File: config.mk
export PLATFORM = sky130hd
export DESIGN_NAME = mpy_arb2
export DESIGN_NICKNAME = d
export VERILOG_FILES = /design/src/rtl/mpy_arb2.sv
export SDC_FILE = /design/constraint.sdc
export NUM_CORES = 1
export LEC_CHECK = 0
export CORE_MARGIN = 10
export CORE_UTILIZATION = 44
export CTS_BUF_LIST = sky130_fd_sc_hd__clkbuf_2
export CTS_CLUSTER_SIZE = 10
export DETAILED_ROUTE_END_ITERATION = 16
export GPL_TIMING_DRIVEN = 0
export PLACE_DENSITY = 0.91
export SYNTH_ARGS = -nofsm -noshare
export SYNTH_HDL_FRONTEND = slang
export SYNTH_SLANG_ARGS = --single-unit
File: constraint.sdc
create_clock -name clk -period 6.8 [get_ports clk]
set_input_delay 1.36 -clock clk [delete_from_list [all_inputs] [get_ports clk]]
set_output_delay 1.36 -clock clk [all_outputs]
set_load 0.02 [all_outputs]
File: src/rtl/mpy_arb2.sv
// Two-requester arbiter/pipeline front end for a combinational 16x16 / dual 8x8 multiplier.
// Define MPY_ARB_RR_EN for round-robin arbitration; otherwise r0 has fixed priority.
module mpy_arb2 (
  input  logic        clk,
  input  logic        RST,
  input  logic        r0_valid,
  output logic        r0_ready,
  input  logic [15:0] r0_a,
  input  logic [15:0] r0_b,
  input  logic        r0_asgn,
  input  logic        r0_bsgn,
  input  logic        r0_mode8,
  output logic        r0_rvalid,
  input  logic        r0_rready,
  output logic [31:0] r0_result,
  input  logic        r1_valid,
  output logic        r1_ready,
  input  logic [15:0] r1_a,
  input  logic [15:0] r1_b,
  input  logic        r1_asgn,
  input  logic        r1_bsgn,
  input  logic        r1_mode8,
  output logic        r1_rvalid,
  input  logic        r1_rready,
  output logic [31:0] r1_result,
  output logic [15:0] m_a,
  output logic [15:0] m_b,
  output logic        m_asgnd,
  output logic        m_bsgnd,
  output logic        m_mode8,
  output logic        m_fsel,
  output logic        m_gsel,
  output logic        m_hsel,
  output logic        m_jksel,
  input  logic [31:0] m_o16,
  input  logic [15:0] m_oh,
  input  logic [15:0] m_ol,
  output logic        busy
);

  localparam int unsigned OPW = 16;
  localparam int unsigned RW  = 32;

  logic [OPW-1:0] m_a_q, m_a_d, m_b_q, m_b_d;
  logic           m_asgnd_q, m_asgnd_d, m_bsgnd_q, m_bsgnd_d, m_mode8_q, m_mode8_d;
  logic           s1_vld_q, s1_vld_d, s1_id_q, s1_id_d;
  logic [1:0]     full_q, full_d;
  logic [RW-1:0]  slot0_q, slot0_d, slot1_q, slot1_d;
  logic [1:0]     credit, cand, grant;
  logic [RW-1:0]  mpy_res;
`ifdef MPY_ARB_RR_EN
  logic           rr_ptr_q, rr_ptr_d;
`endif

  // A requester may issue only if it has nothing in the issue stage and its slot will be free.
  always_comb begin
    credit[0] = ~(s1_vld_q & ~s1_id_q) & (~full_q[0] | r0_rready);
    credit[1] = ~(s1_vld_q &  s1_id_q) & (~full_q[1] | r1_rready);
    cand      = {r1_valid & credit[1], r0_valid & credit[0]} & {2{~RST}};
`ifdef MPY_ARB_RR_EN
    if (&cand) grant = rr_ptr_q ? 2'b10 : 2'b01;
    else       grant = cand;
`else
    grant = {cand[1] & ~cand[0], cand[0]};
`endif
  end

  // Issue stage: operands only move when a request is accepted, so the multiplier stays quiet on idle.
  always_comb begin
    m_a_d     = m_a_q;
    m_b_d     = m_b_q;
    m_asgnd_d = m_asgnd_q;
    m_bsgnd_d = m_bsgnd_q;
    m_mode8_d = m_mode8_q;
    s1_vld_d  = |grant;
    s1_id_d   = grant[1];
    if (grant[0]) begin
      m_a_d     = r0_a;
      m_b_d     = r0_b;
      m_asgnd_d = r0_asgn;
      m_bsgnd_d = r0_bsgn;
      m_mode8_d = r0_mode8;
    end else if (grant[1]) begin
      m_a_d     = r1_a;
      m_b_d     = r1_b;
      m_asgnd_d = r1_asgn;
      m_bsgnd_d = r1_bsgn;
      m_mode8_d = r1_mode8;
    end
  end

  // Result slots: a load on the same edge as a drain keeps the slot full.
  always_comb begin
    mpy_res   = m_mode8_q ? {m_oh, m_ol} : m_o16;
    slot0_d   = slot0_q;
    slot1_d   = slot1_q;
    full_d[0] = full_q[0] & ~r0_rready;
    full_d[1] = full_q[1] & ~r1_rready;
    if (s1_vld_q && !s1_id_q) begin
      slot0_d   = mpy_res;
      full_d[0] = 1'b1;
    end
    if (s1_vld_q && s1_id_q) begin
      slot1_d   = mpy_res;
      full_d[1] = 1'b1;
    end
  end

`ifdef MPY_ARB_RR_EN
  always_comb begin
    rr_ptr_d = rr_ptr_q;
    if (grant[0])      rr_ptr_d = 1'b1;
    else if (grant[1]) rr_ptr_d = 1'b0;
  end
`endif

  always_ff @(posedge clk or posedge RST) begin
    if (RST) begin
      m_a_q     <= '0;
      m_b_q     <= '0;
      m_asgnd_q <= 1'b0;
      m_bsgnd_q <= 1'b0;
      m_mode8_q <= 1'b0;
      s1_vld_q  <= 1'b0;
      s1_id_q   <= 1'b0;
      full_q    <= '0;
      slot0_q   <= '0;
      slot1_q   <= '0;
`ifdef MPY_ARB_RR_EN
      rr_ptr_q  <= 1'b0;
`endif
    end else begin
      m_a_q     <= m_a_d;
      m_b_q     <= m_b_d;
      m_asgnd_q <= m_asgnd_d;
      m_bsgnd_q <= m_bsgnd_d;
      m_mode8_q <= m_mode8_d;
      s1_vld_q  <= s1_vld_d;
      s1_id_q   <= s1_id_d;
      full_q    <= full_d;
      slot0_q   <= slot0_d;
      slot1_q   <= slot1_d;
`ifdef MPY_ARB_RR_EN
      rr_ptr_q  <= rr_ptr_d;
`endif
    end
  end

  assign r0_ready  = grant[0];
  assign r1_ready  = grant[1];
  assign r0_rvalid = full_q[0];
  assign r1_rvalid = full_q[1];
  assign r0_result = slot0_q;
  assign r1_result = slot1_q;
  assign m_a       = m_a_q;
  assign m_b       = m_b_q;
  assign m_asgnd   = m_asgnd_q;
  assign m_bsgnd   = m_bsgnd_q;
  assign m_mode8   = m_mode8_q;
  assign m_fsel    = 1'b0;
  assign m_gsel    = 1'b0;
  assign m_hsel    = 1'b0;
  assign m_jksel   = 1'b0;
  assign busy      = s1_vld_q | full_q[0] | full_q[1];

endmodule

==> results of run 1 <==
[cell usage in the layout (no fill, tap or decap)]
cell,synthesis,routed
buf_16,0,1
diode_2,0,1
buf_2,6,6
and2_1,1,1
nand2b_1,4,4
buf_4,4,4
conb_1,1,4
dfrtp_1,103,103
nand3_1,1,1
o21ai_1,21,21
buf_1,1,1
or2_1,1,1
clkinv_2,0,1
clkbuf_2,0,11
bufinv_16,0,1
buf_6,5,5
inv_4,0,1
o31ai_1,35,35
nor2b_4,1,1
clkinv_4,0,1
nor2_1,1,1
nor2b_1,3,3
o21ai_0,43,43
a31oi_1,35,35
clkdlybuf4s50_1,0,243
nand2_1,67,67
inv_2,1,1
clkinv_1,0,1
or3_1,2,2
clkbuf_1,46,46
mux2i_1,32,32
nand4_1,35,35
nor4_1,35,35
[flip-flops by register name (all words and copies together) (netlist names)]
register,count
s1_id_q,1
r1_result,32
s1_vld_q,1
m_bsgnd,1
m_a,16
m_mode8,1
m_asgnd,1
r0_result,32
full_q,2
m_b,16
[synth_stat cells]
cell type  number
nand4_1        35
nand2_1        67
buf_6           5
o21ai_1        21
nand2b_1        4
inv_2           1
mux2i_1        32
and2_1          1
o31ai_1        35
nor2b_1         3
nor4_1         35
nor2_1          1
or3_1           2
dfrtp_1       103
inv_1           1
buf_4           4
o21ai_0        43
conb_1          1
or2_1           1
clkbuf_1       46
buf_2           6
a31oi_1        35
buf_1           1
nor2b_4         1
nand3_1         1
[worst max-delay path, delay by kind of cell]
kind	cells	cell delay [ps]
buf+inv	4	1960
simple gates	3	440
[cells by family after synthesis]
family | share of synthesized area, %
buffers and inverters | 6.28
other | 0.0784
flip-flops | 53.9
AND/OR/NAND/NOR | 16.3
AO/OA/AOI/OAI | 16.8
multiplexers | 6.69
[metal layers]
| layer | share of wire, % | GRT usage (%) |
|---|---|---|
| met1 | 37 | 28.6 |
| met2 | 50 | 40.9 |
| met3 | 7.6 | 4.85 |
| met4 | 4.8 | 13.6 |
| met5 | 0 | 0 |
[path summary, 6_finish.rpt]
kind                               from  depth (start not counted)             to  slack, ps
min in group asynchronous           RST                          2        m_b[14]       1260
max in group asynchronous           RST                          3  r1_result[12]       4840
min reg2reg                r0_result[7]                          2   r0_result[7]        520
max                           r1_rready                          7       r1_ready       1670
max reg2reg                   full_q[1]                          5         m_a[2]       4960
min                        r0_result[7]                          2   r0_result[7]        520
[through the flow]
stage	cell area (sq um)	hold slack (ps)	utilization [%]	instances	setup slack (ps)
2_1_floorplan	4800	589	-	488	2740
3_3_place_gp	7400	464	68.9	871	1240
3_5_place_dp	7430	469	69.2	872	1720
4_1_cts	7540	518	70.1	887	1700
5_1_grt	7540	542	70.2	888	1530
6_report	7540	518	70.2	888	1670
[power breakdown]
part | internal, W | switching [W]
registers | 0.000790 | 0.000107
clock network | 0.0000849 | 0.000205
logic | 0.000504 | 0.000579
total | 0.00138 | 0.000892
[cell type report]
| class | instances | area [sq um] |
|---|---|---|
| multi-input combinational | 321 | 1920 |
| buffer | 62 | 293 |
| tap | 140 | 175 |
| clock inverter | 4 | 47.5 |
| clock buffer | 11 | 55.1 |
| inverter | 2 | 10.0 |
| sequential | 103 | 2580 |
| fill | 830 | 3210 |
| antenna | 1 | 2.50 |
| timing repair buffer | 244 | 2460 |
==> results.md, run 1 <==
- Largest net degree at the start of global routing: 59
- Drt total wl: 19.5 mm
- Max-slew headroom: 59.6%
- Worst-Skew Late Latency: 590 ps
- Critical-path cell list: clkdlybuf4s50_1, nand2b_1, clkbuf_1, clkbuf_1, nand3_1, nor2_1, clkdlybuf4s50_1
- Via count: 5181
- Worst EP arrival: 3770 ps
- CTS Hold Bufs: 0
- Unrepaired setup endpoints after global routing: no
- CP Data Required Time: 5440 ps
- Via/cell ratio: 5.83
- Fraction of layout cells with a size suffix above 1: 4.42%
- Maximum clock rate: 195 MHz
- Tmin final: 5130 ps
- Synth area leaders: dfrtp_1 54%, mux2i_1 6.7%, o31ai_1 5.5%
- Synth warn: 0
- Avg Cell Area, Syn: 9.87 sq um
- Worst Skew: 34.0 ps
- Share of the synthesized area in the top cell type: 53.9%
- DR DRC count: 0
- Port Buffers: 243
- Die Area: 0.0154 sq mm
- Ports: 248
- Crit path max fanout: 10
- Final hold violation count: 0
- Core area: 0.0107 sq mm
- CTS Root Buffer Type: clkbuf_2
- Final #Nets: 883
- H-Tree Depth: 3
- Area leader, netlist: dfrtp_1
- TritonCTS Buffers: 9
- Initial Util: 44.5%
- Clock sinks: 103
- Outcome: completed
- Area grow syn2layout: 57.6%
- First-pass GRT wire length: 30.8 mm
- Clk slew on worst S/H paths: 240 ps
- Crit share post-route: 75.5%
- Pwr Total: 0.00227 W
- Crit-path max cell delay: 650 ps
- Slowest library cell on the worst path: clkdlybuf4s50_1
- CTS tree: yes
- Worst hold path type: reg2reg
- #FFs+latches synth: 103
- Setup Viol. Count Final: 0
- Initial antenna violation count: 1
- Vias in the first global route: 5450
- Post-synthesis cell type count: 25
- Mapped cell area: 0.00478 sq mm
- Number of max-cap violations: 0
- Slew Viols, Final: 0
- Mapped Cells: 485
- Leakage: 3.12 nW
- Startpoint Class: input port
- DIE HEIGHT: 124 um
- Drt first pass iters: 5
- Max IR drop VDD: 0.186 mV
- Setup CP Type: in2out
- DIE WIDTH: 124 um
- WL/cell: 21.9 um
- Gr ovfl total: 0
- Post-CTS Setup Inserts: 0
- Gr usage total: 24.4%
- Fin Setup TNS: 0 ps
- Iteration-0 DRC count of the detailed router: 524
- Routed Antenna Nets: 0
- Sequential area share after synthesis: 53.9%
- Post-cts sizing count: 0
- RePlAce Congestion: 0.854
- Final HPWL DP: 15.3 mm
- Bufs on Longest Clock Path: 2
- Worst Setup End Kind: output port
- Pwr dens: 301 mW/mm^2
- Worst slew pin tran: 606 ps
- Rows: 38
(Power assumes the default switching activity.)
==> run 2: changes to the inputs <==
--- a/config.mk
+++ b/config.mk
@@ -6,12 +6,12 @@
 export NUM_CORES = 1
 export LEC_CHECK = 0
 export CORE_MARGIN = 10
-export CORE_UTILIZATION = 44
+export CORE_UTILIZATION = 37
 export CTS_BUF_LIST = sky130_fd_sc_hd__clkbuf_2
 export CTS_CLUSTER_SIZE = 10
 export DETAILED_ROUTE_END_ITERATION = 16
 export GPL_TIMING_DRIVEN = 0
-export PLACE_DENSITY = 0.91
+export PLACE_DENSITY = 0.82
 export SYNTH_ARGS = -nofsm -noshare
 export SYNTH_HDL_FRONTEND = slang
 export SYNTH_SLANG_ARGS = --single-unit
==> constraint.sdc (replaced) <==
create_clock -name clk -period 4.4 [get_ports clk]
set_input_delay 0.88 -clock clk [delete_from_list [all_inputs] [get_ports clk]]
set_output_delay 0.88 -clock clk [all_outputs]
set_load 0.02 [all_outputs]
==> run 2 against run 1 <==
Compared with the run above:
- via count is 1.6% lower
- die area grew 16%
- sequential power is 54% higher
- clock skew up 2.3 ps
- largest power group unchanged
==> results.md, run 2 (synthesis gave the netlist of run 1 again) <==
- Core area: 0.0126 sq mm
- Setup WS post-layout: 228 ps
- H-Tree Depth: 3
- Pre-CTS WS: 266 ps
- Max IR drop VDD: 0.241 mV
- Drt total wl: 19.1 mm
- Clock sinks: 103
- Worst slew pin tran: 535 ps
- Rows: 41
- Area grow syn2layout: 58.2%
- Slew Viols, Final: 0
- DIE HEIGHT: 134 um
- Gr ovfl total: 0
- Largest net degree at the start of global routing: 68
- Crit path max fanout: 10
- Gr usage total: 20.7%
- WL/cell: 20.8 um
- CTS Hold Bufs: 0
- Bufs on Longest Clock Path: 2
- Drt first pass iters: 5
- Post-CTS Setup Inserts: 0
- Pwr Total: 0.00346 W
- Ports: 248
- Worst hold path type: reg2reg
- CP startpoint: r1_rready
- Max-slew headroom: 64.3%
- RePlAce Congestion: 0.874
- Routed Antenna Nets: 0
- Via/cell ratio: 5.54
- Pwr dens: 457 mW/mm^2
- Placed Cells: 904
- DIE WIDTH: 134 um
- Number of max-cap violations: 0
- Most common cell after layout, fill and taps aside: clkdlybuf4s50_1
- Via count: 5100
- Worst Setup End Kind: output port
- Worst Setup EP: r1_ready
- Iteration-0 DRC count of the detailed router: 392
- DR DRC count: 0
- Initial antenna violation count: 1
- Final HPWL DP: 15.2 mm
- Vias in the first global route: 5379
- First-pass GRT wire length: 29.8 mm
- Startpoint Class: input port
- Fillers: 1081
- Reg-to-reg startpoint: full_q[1]
- Unrepaired setup endpoints after global routing: no
- Post-cts sizing count: 0
- Leakage: 3.11 nW
- R2R Setup Slk: 2460 ps
- Initial Util: 37.9%
- CTS tree: yes
- Most frequent cells in the layout: 243 x clkdlybuf4s50_1, 103 x dfrtp_1, 67 x nand2_1
- Final hold violation count: 0
- Die Area: 0.0179 sq mm
- TritonCTS Buffers: 9
- CP Data Required Time: 3520 ps
- Worst EP arrival: 3290 ps
- Crit share post-route: 94.8%
- Reg-to-reg endpoint: m_mode8
- Worst Skew: 36.3 ps
- Tmin final: 4170 ps
- Setup Viol. Count Final: 0
- Worst reg-to-reg path cell count: 5
- Clk slew on worst S/H paths: 250 ps
- Setup CP Type: in2out
- Final #Nets: 883
- Maximum clock rate: 240 MHz
- Port Buffers: 243
- Worst-Skew Late Latency: 610 ps
- Layout Cells excl Fill: 921
- Outcome: completed
- Fraction of layout cells with a size suffix above 1: 4.55%
- CTS Root Buffer Type: clkbuf_2
==> run 2: cell count changes in the layout (fill, tap and decap cells not counted) <==
| cell | before | now |
|---|---|---|
| clkinv_4 | 1 | 0 |
| bufinv_16 | 1 | 0 |
| clkinvlp_4 | 0 | 1 |
| inv_6 | 0 | 3 |
| clkbuf_2 | 11 | 10 |
==> run 2: area by class of cell <==
type / count / area [sq um] / area share, %
repair buffers: 244 / 2460 / 32.5
diodes: 1 / 2.50 / 0.0331
clock inverters: 6 / 42.5 / 0.562
inverters: 2 / 10.0 / 0.132
plain buffers: 62 / 293 / 3.87
clock buffers: 10 / 50.0 / 0.661
multi-input cells: 321 / 1920 / 25.3
well taps: 172 / 215 / 2.84
flip-flops and latches: 103 / 2580 / 34.1
==> run 2: stage by stage <==
stage | hold WS, ps | TNS, ps | area (sq um) | utilization [%]
finish | 515 | 0 | 7570 | 60.0
global route | 539 | 0 | 7570 | 60.0
CTS | 522 | 0 | 7570 | 60.0
detailed placement | 469 | 0 | 7470 | 59.2
global placement | 460 | -66290 | 7440 | 59.0
floorplan | 589 | 0 | 4800 | -
==> run 2: worst min-delay path by stage <==
stage,depth (start not counted),start,endpoint,slack [ps]
5_1_grt,2,r1_result[6],r1_result[6],540
3_5_place_dp,2,r1_result[23],r1_result[23],470
4_1_cts,2,r1_result[23],r1_result[23],520
2_1_floorplan,2,r1_result[4],r1_result[4],590
6_report,2,r1_result[10],r1_result[10],510
3_3_place_gp,2,r1_result[16],r1_result[16],460
==> run 2: worst max-delay path, cell delays in order <==
cell and delay, ps:
clkdlybuf4s50_1 480, nand2b_1 110, clkbuf_1 380, clkbuf_1 460, nand3_1 160, nor2_1 160, clkdlybuf4s50_1 650
==> run 2: metal layers <==
metal	track usage, %	up-vias	part of all wire (%)
li1	-	2302	-
met1	24.0	2494	39
met2	36.0	260	51
met3	4.55	44	6.2
met4	9.13	0	3.5
met5	0	-	0
==> run 2: power breakdown <==
part | switching, W | total [W] | internal (W)
combinational | 0.000887 | 0.00167 | 0.000778
clock | 0.000336 | 0.000417 | 0.0000809
sequential | 0.000156 | 0.00138 | 0.00122
